$ cat src/rtl/helix_control_assemble.sv
// ============================================================================
// helix_control_assemble
// ----------------------------------------------------------------------------
// Upstream framer for the HELIX control-packet decoder. It hunts the inbound
// 16-bit control word stream for the 0xC751 header, then collects the header
// plus three control words. It checks SOF (word1[15:12] == 4'hF) and
// EOF (word3[3:0] == 4'h8) and emits one 64-bit AXIS beat:
//    [15:0] header, [31:16] word1, [47:32] word2, [63:48] word3.
// Malformed or stalled frames are dropped and counted.
//
// Parameters:
//    TIMEOUT    idle cycles allowed between words inside a frame (0 = off)
//    ERR_WIDTH  width of the saturating error counter
//
// Ports:
//    aclk, aresetn      clock, asynchronous active-low reset
//    s_axis_*           inbound 16-bit word stream (tdata/tvalid/tready)
//    m_axis_*           outbound 64-bit packet beat (tdata/tvalid/tready/
//                       tkeep/tuser/tlast)
//    frame_count_o      frames emitted, wraps
//    err_count_o        framing errors plus timeouts, saturating
//    timeout_o          one-cycle pulse when a frame is aborted on timeout
//
// Optional feature (macro HELIX_ASSEMBLE_FORWARD_BAD_EN):
//    When defined, frames failing the SOF or EOF check are forwarded with
//    m_axis_tuser = 4'h1 instead of being dropped, so a monitor can capture
//    them. Header resyncs and timeouts still drop the frame. When undefined,
//    bad frames are dropped and m_axis_tuser is constant 4'h0.
// ============================================================================
module helix_control_assemble #(
    parameter logic [15:0] TIMEOUT   = 16'd1024,
    parameter int          ERR_WIDTH = 8
) (
    input  logic                 aclk,
    input  logic                 aresetn,
    input  logic [15:0]          s_axis_tdata,
    input  logic                 s_axis_tvalid,
    output logic                 s_axis_tready,
    output logic [63:0]          m_axis_tdata,
    output logic                 m_axis_tvalid,
    input  logic                 m_axis_tready,
    output logic [7:0]           m_axis_tkeep,
    output logic [3:0]           m_axis_tuser,
    output logic                 m_axis_tlast,
    output logic [15:0]          frame_count_o,
    output logic [ERR_WIDTH-1:0] err_count_o,
    output logic                 timeout_o
);

    localparam logic [15:0] HEADER       = 16'hC751;
    // Idle count value during the TIMEOUT-th consecutive idle cycle; the
    // abort happens on the edge that ends that cycle.
    localparam logic [15:0] TIMEOUT_LAST = TIMEOUT - 16'd1;

    typedef enum logic [2:0] {
        HUNT = 3'd0,
        W1   = 3'd1,
        W2   = 3'd2,
        W3   = 3'd3,
        EMIT = 3'd4
    } state_e;

    state_e                 state_q, state_d;

    logic [63:0]            data_q;
    logic                   tvalid_q;
    logic [15:0]            frameCount_q;
    logic [ERR_WIDTH-1:0]   errCount_q;
    logic                   timeout_q;
    logic [15:0]            idleCount_q, idleCount_d;

    logic                   accept;
    logic                   isHeader;
    logic                   sofOk;
    logic                   eofOk;
    logic                   inFrame;
    logic                   timeoutFire;
    logic                   goEmit;

    logic                   load0, load1, load2, load3;
    logic                   errInc;
    logic                   frameDone;

`ifdef HELIX_ASSEMBLE_FORWARD_BAD_EN
    logic                   markBad;
    logic                   clearHi;
    logic                   bad_q;
`endif

    // Input qualification. Ready depends only on state, so the handshake
    // below never loops back through combinational logic.
    assign s_axis_tready = (state_q != EMIT);
    assign accept        = s_axis_tvalid && s_axis_tready;
    assign isHeader      = (s_axis_tdata == HEADER);
    assign sofOk         = (s_axis_tdata[15:12] == 4'hF);
    assign eofOk         = (s_axis_tdata[3:0] == 4'h8);
    assign inFrame       = (state_q == W1) || (state_q == W2) || (state_q == W3);

    // An accepted word always beats a timeout landing in the same cycle.
    assign timeoutFire   = (TIMEOUT != 16'd0) && inFrame && !accept &&
                           (idleCount_q == TIMEOUT_LAST);

    assign goEmit        = (state_q != EMIT) && (state_d == EMIT);

    // State register.
    always_ff @(posedge aclk or negedge aresetn) begin
        if (!aresetn) begin
            state_q <= HUNT;
        end else begin
            state_q <= state_d;
        end
    end

    // Next-state logic. A header seen in W1 restarts the frame in place.
    always_comb begin
        state_d = state_q;
        case (state_q)
            HUNT: begin
                if (accept && isHeader) begin
                    state_d = W1;
                end
            end
            W1: begin
                if (timeoutFire) begin
                    state_d = HUNT;
                end else if (accept) begin
                    if (sofOk) begin
                        state_d = W2;
                    end else if (isHeader) begin
                        state_d = W1;
                    end else begin
`ifdef HELIX_ASSEMBLE_FORWARD_BAD_EN
                        state_d = EMIT;
`else
                        state_d = HUNT;
`endif
                    end
                end
            end
            W2: begin
                if (timeoutFire) begin
                    state_d = HUNT;
                end else if (accept) begin
                    state_d = W3;
                end
            end
            W3: begin
                if (timeoutFire) begin
                    state_d = HUNT;
                end else if (accept) begin
                    if (eofOk) begin
                        state_d = EMIT;
                    end else begin
`ifdef HELIX_ASSEMBLE_FORWARD_BAD_EN
                        state_d = EMIT;
`else
                        state_d = HUNT;
`endif
                    end
                end
            end
            EMIT: begin
                if (m_axis_tready) begin
                    state_d = HUNT;
                end
            end
            default: state_d = HUNT;
        endcase
    end

    // Output/action decode: which slot loads, and when errors or completed
    // frames are counted.
    always_comb begin
        load0     = 1'b0;
        load1     = 1'b0;
        load2     = 1'b0;
        load3     = 1'b0;
        errInc    = 1'b0;
        frameDone = 1'b0;
`ifdef HELIX_ASSEMBLE_FORWARD_BAD_EN
        markBad   = 1'b0;
        clearHi   = 1'b0;
`endif
        case (state_q)
            HUNT: begin
                load0 = accept && isHeader;
            end
            W1: begin
                if (accept) begin
                    if (sofOk) begin
                        load1 = 1'b1;
                    end else if (isHeader) begin
                        load0  = 1'b1;
                        errInc = 1'b1;
                    end else begin
                        errInc = 1'b1;
`ifdef HELIX_ASSEMBLE_FORWARD_BAD_EN
                        load1   = 1'b1;
                        clearHi = 1'b1;
                        markBad = 1'b1;
`endif
                    end
                end
            end
            W2: begin
                load2 = accept;
            end
            W3: begin
                if (accept) begin
                    load3 = 1'b1;
                    if (!eofOk) begin
                        errInc = 1'b1;
`ifdef HELIX_ASSEMBLE_FORWARD_BAD_EN
                        markBad = 1'b1;
`else
                        load3   = 1'b0;
`endif
                    end
                end
            end
            EMIT: begin
                frameDone = m_axis_tready;
            end
            default: ;
        endcase
        if (timeoutFire) begin
            errInc = 1'b1;
        end
    end

    // Idle counter: counts only wordless cycles while staying in W1..W3.
    always_comb begin
        idleCount_d = 16'd0;
        if (inFrame && !accept && (state_d == state_q)) begin
            idleCount_d = idleCount_q + 16'd1;
        end
    end

    // Datapath: packet slots, output valid, counters and timeout pulse.
    always_ff @(posedge aclk or negedge aresetn) begin
        if (!aresetn) begin
            data_q       <= 64'd0;
            tvalid_q     <= 1'b0;
            frameCount_q <= 16'd0;
            errCount_q   <= '0;
            timeout_q    <= 1'b0;
            idleCount_q  <= 16'd0;
        end else begin
            if (load0) begin
                data_q[15:0] <= s_axis_tdata;
            end
            if (load1) begin
                data_q[31:16] <= s_axis_tdata;
            end
            if (load2) begin
                data_q[47:32] <= s_axis_tdata;
            end
            if (load3) begin
                data_q[63:48] <= s_axis_tdata;
            end
`ifdef HELIX_ASSEMBLE_FORWARD_BAD_EN
            // A frame forwarded from W1 never collected words 2 and 3.
            if (clearHi) begin
                data_q[63:32] <= 32'd0;
            end
`endif
            if (goEmit) begin
                tvalid_q <= 1'b1;
            end else if (frameDone) begin
                tvalid_q <= 1'b0;
            end
            if (frameDone) begin
                frameCount_q <= frameCount_q + 16'd1;
            end
            if (errInc && (errCount_q != {ERR_WIDTH{1'b1}})) begin
                errCount_q <= errCount_q + ERR_WIDTH'(1);
            end
            timeout_q   <= timeoutFire;
            idleCount_q <= idleCount_d;
        end
    end

`ifdef HELIX_ASSEMBLE_FORWARD_BAD_EN
    // Bad-frame flag is captured when the frame enters EMIT.
    always_ff @(posedge aclk or negedge aresetn) begin
        if (!aresetn) begin
            bad_q <= 1'b0;
        end else if (goEmit) begin
            bad_q <= markBad;
        end
    end

    assign m_axis_tuser = bad_q ? 4'h1 : 4'h0;
`else
    assign m_axis_tuser = 4'h0;
`endif

    assign m_axis_tdata  = data_q;
    assign m_axis_tvalid = tvalid_q;
    assign m_axis_tkeep  = 8'hFF;
    assign m_axis_tlast  = 1'b1;
    assign frame_count_o = frameCount_q;
    assign err_count_o   = errCount_q;
    assign timeout_o     = timeout_q;

endmodule

$ cat config.mk
export PLATFORM = sky130hd
export DESIGN_NAME = helix_control_assemble
export DESIGN_NICKNAME = d
export VERILOG_FILES = /design/src/rtl/helix_control_assemble.sv
export SDC_FILE = /design/constraint.sdc
export NUM_CORES = 1
export LEC_CHECK = 0
export ABC_CLOCK_PERIOD_IN_PS = 5400
export BUFFER_PORTS_ARGS = -buffer_cell sky130_fd_sc_hd__buf_2
export CORE_MARGIN = 2
export CORE_UTILIZATION = 40
export DETAILED_ROUTE_END_ITERATION = 7
export PLACE_DENSITY = 0.59
export SKIP_LAST_GASP = 1
export SYNTH_ARGS = -nofsm -noshare
export SYNTH_HDL_FRONTEND = slang
export SYNTH_SLANG_ARGS = --single-unit
$ cat constraint.sdc
create_clock -name aclk -period 5.4 [get_ports aclk]
set_input_delay 0.54 -clock aclk [delete_from_list [all_inputs] [get_ports aclk]]
set_output_delay 0.54 -clock aclk [all_outputs]
set_load 0.05 [all_outputs]
# --- Word-level counts from Yosys, hierarchy flattened ---
# Index checks and enable logic that the tools add are counted.
word_totals:
  reg_bits: 109
  input_bits: 20
  out_inout_bits: 104
  word_cells: 70
classes:
  add_sub_neg: 3
  eq_ne: 12
  n_mux: 33
  n_reduce_logical: 12
op_table:
  columns: ["operator", "count"]
  rows:
  - ["adder 16 x 1 -> 16 bit, second input constant", 2]
  - ["two-way mux 3 bit", 9]
  - ["two-way mux 1 bit", 19]
  - ["equality test 16 x 10 -> 1 bit, second input constant", 1]
  - ["equality test 16 bit, second input constant", 1]
  - ["two-way mux 16 bit", 1]
  - ["one-hot mux 3 bit (5 select lines)", 1]
  - ["adder 8 x 1 -> 8 bit, second input constant", 1]
  - ["equality test 4 bit, second input constant", 2]
  - ["inequality test 8 bit, second input constant", 1]
  - ["logical AND 1 bit", 7]
  - ["equality test 3 x 2 -> 1 bit, second input constant", 2]
  - ["equality test 3 bit, second input constant", 2]
  - ["one-hot mux 1 bit (2 select lines)", 2]
  - ["equality test 3 x 1 -> 1 bit, second input constant", 1]
  - ["equality test 3 bit", 1]
  - ["logical NOT 3 bit", 1]
  - ["inequality test 3 bit, second input constant", 1]
  - ["logical OR 1 bit", 2]
  - ["two-way mux 2 bit", 1]
  - ["nonzero test 2 bit", 1]
  - ["logical NOT 1 bit", 1]

# --- Longest topological paths before layout ---
# Gate-level depths: netlist (run 1).
logic_depth:
  word_depth: 10
  depth_mapped: 7

# --- Worst setup path after synthesis (run 1) ---
# Ideal clock, no wire load.
synth_path:
  kind: "input-to-reg"
  start: "input s_axis_tvalid"
  end: "register data_q[22], in the netlist m_axis_tdata[22]"
  t_arrival_ns: 1.789
  required_ns: 5.275
  slack_ns: 3.487
  cell_stages: 5
  n_path_buf: 2
  cell_sequence: "buf_2 -> nand3_1 -> nor3_4 -> buf_4 -> mux2_2"
synth_between:
  elab_chain_len: 3
synth_lines:
  columns: ["element", "line_no", "source"]
  rows:
  - ["from (decl)", "37", "input logic s_axis_tvalid,"]
  - ["logical AND 1 bit", "93", "assign accept = s_axis_tvalid && s_axis_tready;"]
  - ["two-way mux 1 bit", "189", "if (accept) begin"]
  - ["two-way mux 1 bit", "184", "case (state_q)"]
  - ["to (signal assigned)", "253", "data_q[31:16] <= s_axis_tdata;"]
  - ["to (decl)", "65", "logic [63:0] data_q;"]
# No other way between the ends.
# A chain may end at the register's enable or synchronous reset.

# --- Worst setup path after layout (run 1) ---
layout_path:
  start: "register state_q[2]"
  end: "register data_q[23], in the netlist m_axis_tdata[23]"
layout_between:
  elab_chain_len: 4
  word_cells_on_any_way: 5
layout_lines:
  columns: ["element", "line_no", "source"]
  rows:
  - ["from (decl)", "63", "state_e state_q, state_d;"]
  - ["from (signal assigned)", "110", "state_q <= state_d;"]
  - ["inequality test 3 bit", "92", "assign s_axis_tready = (state_q != EMIT);"]
  - ["logical AND 1 bit", "93", null]
  - ["two-way mux 1 bit", "189", null]
  - ["two-way mux 1 bit (*)", "184", null]
# Every way passes the cells marked *; elsewhere a longest branch is shown, timed or not.

==> results.tsv, run 1 <==
metric	value	unit
Core Box Area	0.0114	mm²
Post-route DRC	0	
Antenna Violating Nets Remaining	0	
max-cap violation count	0	
drt via density	4.85	
clock latency on the worst-skew pair	350	ps
Rows	39	
Post-CTS Setup Inserts	0	
Final Worst Setup Slack	3330	ps
full die area	0.0126	mm²
reg-to-reg critical path endpoint	m_axis_tdata[23]	
Initial Util	40.9	%
CP max-delay cell	nor3_4	
IO buf count	110	
die width	112	µm
Placed Instance Area	0.00529	mm²
Synth warnings	0	
VDD IR max	0.180	mV
total length of routed wires	9410	µm
Final Hold Fails	0	
synthesized instance count	371	
GPL Wtd Cong	0.794	
worst path required time	5640	ps
Seq/Total Area, Yosys	58.4	%
count of final max-slew check failures	0	
Min Hold Slack	176	ps
total grt overflow	0	
Sink Count	109	
r2r worst-path depth	4	
Crit. End Element	flip-flop	
Total GRT Usage	15.7	%
HPWL Detailed	6760	µm
setup_tns	0	ps
layout cell share with drive strength beyond 1	40.0	%
crit path DAT	2310	ps
Critical Path Sink	m_axis_tdata[23]	
Worst Skew	5.44	ps
post-cts resize count	0	
largest net degree at the start of global routing	65	
Final Non-Filler Cells	630	
startpoint types	flip-flop	
leak pwr	2.98	nW
Placement Setup Slack	3110	ps
CP max stage delay	670	ps
die height	112	µm
H-tree depth	3	
critical path cell sequence	inv_2, nand3_1, nor3_4, mux2_2	
placed cells	614	
Starting DRT DRC Count	208	
CTS Buffer Depth	2	
unrepaired setup endpoints after global routing	false	
Cell variety after synth	53	
global-route wire length before repair	15700	µm
run status	completed	
ant diodes	0	
# nets final	505	
Post-Synthesis Cell Area	0.00467	mm²
final setup vio count	0	
Worst-path clk slew	70	ps
Peak Freq	0.484	GHz
Post-synth EDFFs	0	
Layout Utilization	48.8	%
CP max FO	16	
critical path class	reg -> reg	
TritonCTS clock tree	built	
Inserted Clock Buffers	9	
period utilization	38.2	%
num ports	124	
syn_area_per_cell	12.6	µm²
R2R Setup Slk	3330	ps
relative slew slack	44.8	%
vias in the first global route	3018	
FFs w/ async S/R, synth	100	%
ys flop type	dfrtp_1	
CP Launch Point	state_q[2]	
clock root buffer	clkbuf_16	
# hold bufs at CTS	0	
Vias	3054	
Hold Path Class	in -> async	
Worst-Margin Slew	827	ps
initial antenna violation count	0	
wire per inst	14.9	µm
Design Area, Final	0.00557	mm²
Initial DRT Pass Iterations	4	
area grow syn2layout	19.3	%
Pwr per Cell Area	281	mW/mm²
RR Startpoint	state_q[2]	
FF+latch count, synth	109	
Pwr Total	1.56	mW
Tmin final	2070	ps
[placed cells by master, fill, tap and decap left out, types with 2 or more instances in the layout]
cell type	netlist	final
o21bai_1	2	2
o211ai_1	2	2
nor2_1	28	28
nor3_4	3	3
or2_2	13	13
o21a_1	2	2
nand2b_1	3	3
clkbuf_16	0	9
conb_1	2	13
mux2_4	4	4
and3_1	6	6
nand2_1	24	24
buf_4	17	2
mux2_2	37	37
ha_1	3	3
nand4_1	6	6
nor2b_1	9	9
mux2_1	2	2
xor2_1	10	10
clkinv_4	0	2
inv_1	5	5
o21ai_0	2	2
buf_2	2	109
xnor2_1	22	22
nand3_1	18	18
nor3_1	3	3
and4_1	5	5
clkinvlp_4	0	2
and2_1	5	5
dfrtp_1	109	109
[report_power, final]
group | switching, mW | leakage [nW] | internal [mW] | total [mW]
registers | 0.00630 | 1.51 | 0.825 | 0.831
clock network | 0.300 | 0.135 | 0.328 | 0.627
logic | 0.0860 | 1.34 | 0.0203 | 0.106
[layer usage]
layer,wire length [µm],GRT usage (%),share of wire (%),up-vias
li1,-,-,-,1466
met1,4480,22.1,48,1489
met4,127,5.12,1.3,0
met2,4110,23.0,44,86
met3,690,5.45,7.3,13
met5,0,0,0,-
[worst max-delay path, delay by kind of cell (launching register included)]
kind          cells  cell delay (ps)
buf+inv           1              160
flops             1              520
mux               1              410
simple gates      2              860
[registers in the layout, indices dropped and copies added, names as in the netlist]
signal and count:
idleCount_q 16, err_count_o 8, m_axis_tdata 64, state_q 3
m_axis_tvalid 1, frame_count_o 16, timeout_o 1
[how the worst min path moves through the flow]
stage / start / to / slack [ps] / depth (start not counted)
2_1_floorplan: aresetn / err_count_o[0] / 240 / 0
3_3_place_gp: m_axis_tdata[15] / m_axis_tdata[15] / 450 / 1
3_5_place_dp: m_axis_tdata[9] / m_axis_tdata[9] / 450 / 1
4_1_cts: aresetn / frame_count_o[3] / 200 / 1
5_1_grt: aresetn / frame_count_o[2] / 230 / 1
6_report: aresetn / frame_count_o[3] / 180 / 1
[cells by family (layout without fill, tap and decap cells)]
family	count (synthesis)	in the layout	synth area share [%]
AOI/OAI and AO/OA	16	16	2.49
xor gates and xnor gates	32	32	6.00
adders and majority gates	3	3	0.804
buffers and inverters	28	133	3.99
DFF	109	109	58.4
muxes	43	43	10.7
other	2	13	0.161
and+or+nand+nor	138	138	17.5
[synthesized netlist by cell type (4+ instances only)]
library cell  number  area share, %
xnor2_1           22            4.1
and4_1             5           0.94
and2_1             5           0.67
nand4_1            6           0.80
dfrtp_1          109             58
or2_2             13            1.7
buf_4             17            2.7
xor2_1            10            1.9
mux2_4             4            1.3
nor2b_1            9            1.2
nand2_1           24            1.9
mux2_2            37            8.9
and3_1             6           0.80
nand3_1           18            1.9
nor2_1            28            2.2
inv_1              5           0.40
[final cells by class]
class	count	area (µm²)
timing repair buffer	111	561
clock buffer	10	239
multi-input combinational	245	1800
inverter	6	22.5
fill	1072	5840
clock inverter	6	46.3
tap	143	179
sequential	109	2730
Note: power is estimated with default switching activity, not from simulation.
==> run 2, diff against run 1 <==
--- a/config.mk
+++ b/config.mk
@@ -5,12 +5,12 @@
 export SDC_FILE = /design/constraint.sdc
 export NUM_CORES = 1
 export LEC_CHECK = 0
-export ABC_CLOCK_PERIOD_IN_PS = 5400
+export ABC_CLOCK_PERIOD_IN_PS = 1750
 export BUFFER_PORTS_ARGS = -buffer_cell sky130_fd_sc_hd__buf_2
 export CORE_MARGIN = 2
 export CORE_UTILIZATION = 40
 export DETAILED_ROUTE_END_ITERATION = 7
-export PLACE_DENSITY = 0.59
+export PLACE_DENSITY = 0.62
 export SKIP_LAST_GASP = 1
 export SYNTH_ARGS = -nofsm -noshare
 export SYNTH_HDL_FRONTEND = slang
==> constraint.sdc (replaced) <==
create_clock -name aclk -period 1.75 [get_ports aclk]
set_input_delay 0.175 -clock aclk [delete_from_list [all_inputs] [get_ports aclk]]
set_output_delay 0.175 -clock aclk [all_outputs]
set_load 0.05 [all_outputs]
==> run 2 against run 1 <==
Flip-flop and latch count unchanged. Maximum frequency up 22%. Worst hold slack worse by 77 ps. Critical path type unchanged. Critical endpoint is now m_axis_tdata[21]. Combinational power rose to 3.2 times the previous value. Register-to-register slack worse by 3300 ps. Die area unchanged. Sequential power rose to 3.1 times the previous value. Via count up 5.1%. Design area up 6.0%. Worst setup slack worse by 3300 ps. Count of clock-buffer cells in the layout unchanged.
==> results.tsv, run 2 (synthesis gave the netlist of run 1 again) <==
metric	value	unit
vias in the first global route	3157	
largest net degree at the start of global routing	45	
Initial DRT Pass Iterations	4	
IO buf count	110	
Placed Instance Area	0.00558	mm²
fillcell total	1046	
clock latency on the worst-skew pair	340	ps
Stages on worst setup path	5	
CP max stage delay	470	ps
area of the multi-input gates	0.00185	mm²
area grow syn2layout	26.5	%
drt via density	4.86	
hold depth	2	
crit path DAT	1920	ps
leak pwr	3.15	nW
# nets final	535	
initial antenna violation count	0	
count of final max-slew check failures	0	
GPL Wtd Cong	0.759	
die width	112	µm
Worst Skew	6.17	ps
CP delay by family, top	flip-flops	
Worst-path clk slew	70	ps
critical path class	reg -> reg	
final setup vio count	0	
total grt overflow	0	
Sink Count	109	
Rows	39	
clock root buffer	clkbuf_16	
most frequent cells in the layout	buf_2 (109), dfrtp_1 (105), mux2_2 (37)	
Post-route DRC	0	
Design Area, Final	0.00591	mm²
CP max-delay cell	dfrtp_2	
Final Hold Fails	0	
full die area	0.0126	mm²
run status	completed	
total length of routed wires	9740	µm
Crit. End Element	flip-flop	
Tmin final	1690	ps
H-tree depth	3	
setup_tns	0	ps
Total GRT Usage	16.0	%
critical path cell sequence	nand3b_2, buf_4, nor3_4, buf_12, mux2_2	
TritonCTS clock tree	built	
max-cap violation count	0	
Hold Path Class	in -> reg	
register area	0.00273	mm²
HPWL Detailed	7010	µm
most common cell after layout, fill and taps aside	buf_2	
die height	112	µm
Inserted Clock Buffers	9	
worst path bufs/invs	2	
unrepaired setup endpoints after global routing	true	
period utilization	96.8	%
wire per inst	14.8	µm
Starting DRT DRC Count	125	
CP max FO	16	
ant diodes	0	
Initial Util	40.9	%
max reg flops	64	
Peak Freq	0.590	GHz
Pwr per Cell Area	840	mW/mm²
Final Non-Filler Cells	660	
VDD IR max	0.693	mV
worst path required time	1980	ps
layout cell share with drive strength beyond 1	44.9	%
Vias	3210	
num ports	124	
startpoint types	flip-flop	
Post-CTS Setup Inserts	0	
placed cells	642	
r2r worst-path depth	5	
Final Worst Setup Slack	55.2	ps
CTS Buffer Depth	2	
Core Box Area	0.0114	mm²
Antenna Violating Nets Remaining	0	
global-route wire length before repair	16000	µm
Placement Setup Slack	-68.7	ps
## run 2: cell count changes in the layout (fill, tap and decap cells not counted), sizes merged
cell         previous run  this run
inv                     7         9
clkinv                  3         1
dlygate4sd3             0         1
clkinvlp                2         1
bufinv                  0         1
buf                   111       139
and3b                   1         2
## run 2: stage by stage
stage / total power, mW / utilization, % / hold WS, ps
3_5_place_dp: 2.96 / 48.9 / 158
2_1_floorplan: 2.84 / - / -121
5_1_grt: 5.16 / 51.8 / 96.7
6_report: 4.96 / 51.8 / 99.5
3_3_place_gp: 2.96 / 48.9 / 153
4_1_cts: 5.04 / 51.6 / 83.2
## run 2: final timing paths
check | start | slack [ps] | end
worst max-delay path | state_q[1] | 60 | m_axis_tdata[21]
worst min-delay path | s_axis_tdata[6] | 100 | m_axis_tdata[22]
worst max register to register | state_q[1] | 60 | m_axis_tdata[21]
worst min register to register | m_axis_tdata[4] | 460 | m_axis_tdata[4]
max in group asynchronous | aresetn | 830 | err_count_o[0]
min in group asynchronous | aresetn | 320 | frame_count_o[5]
## run 2: cell type report
type	count	share of cell area, %
clock buffer	10	3.87
clock inverter	6	1.16
inverter	6	0.381
multi-input combinational	246	31.3
sequential	109	46.2
tap	143	3.03
timing repair buffer	140	14.1
## run 2: routing by layer
metal	track usage (%)	up-vias	wire length, µm
li1	-	1529	-
met1	21.6	1585	4400
met2	24.8	84	4570
met3	3.78	12	592
met4	6.91	0	176
met5	0	-	0
## run 2: timing repair
item / in CTS / in global routing
endpoints found under the hold margin: 29 / 0
gates cloned: 0 / 1
endpoints found under the setup margin: 4 / 43
resized for setup: 1 / 5
pin swaps: 1 / 1
hold buffers: 1 / 0
## run 2: worst register-to-register path, delay by kind of cell (launching register included)
family	cells	cell delay, ps
buffers and inverters	2	330
DFF	1	470
muxes	1	340
and+or+nand+nor	2	430
## run 2: power breakdown
part	internal, mW	switching, mW
clock network	1.12	0.932
registers	2.55	0.0203
logic	0.0734	0.268
total	3.74	1.22
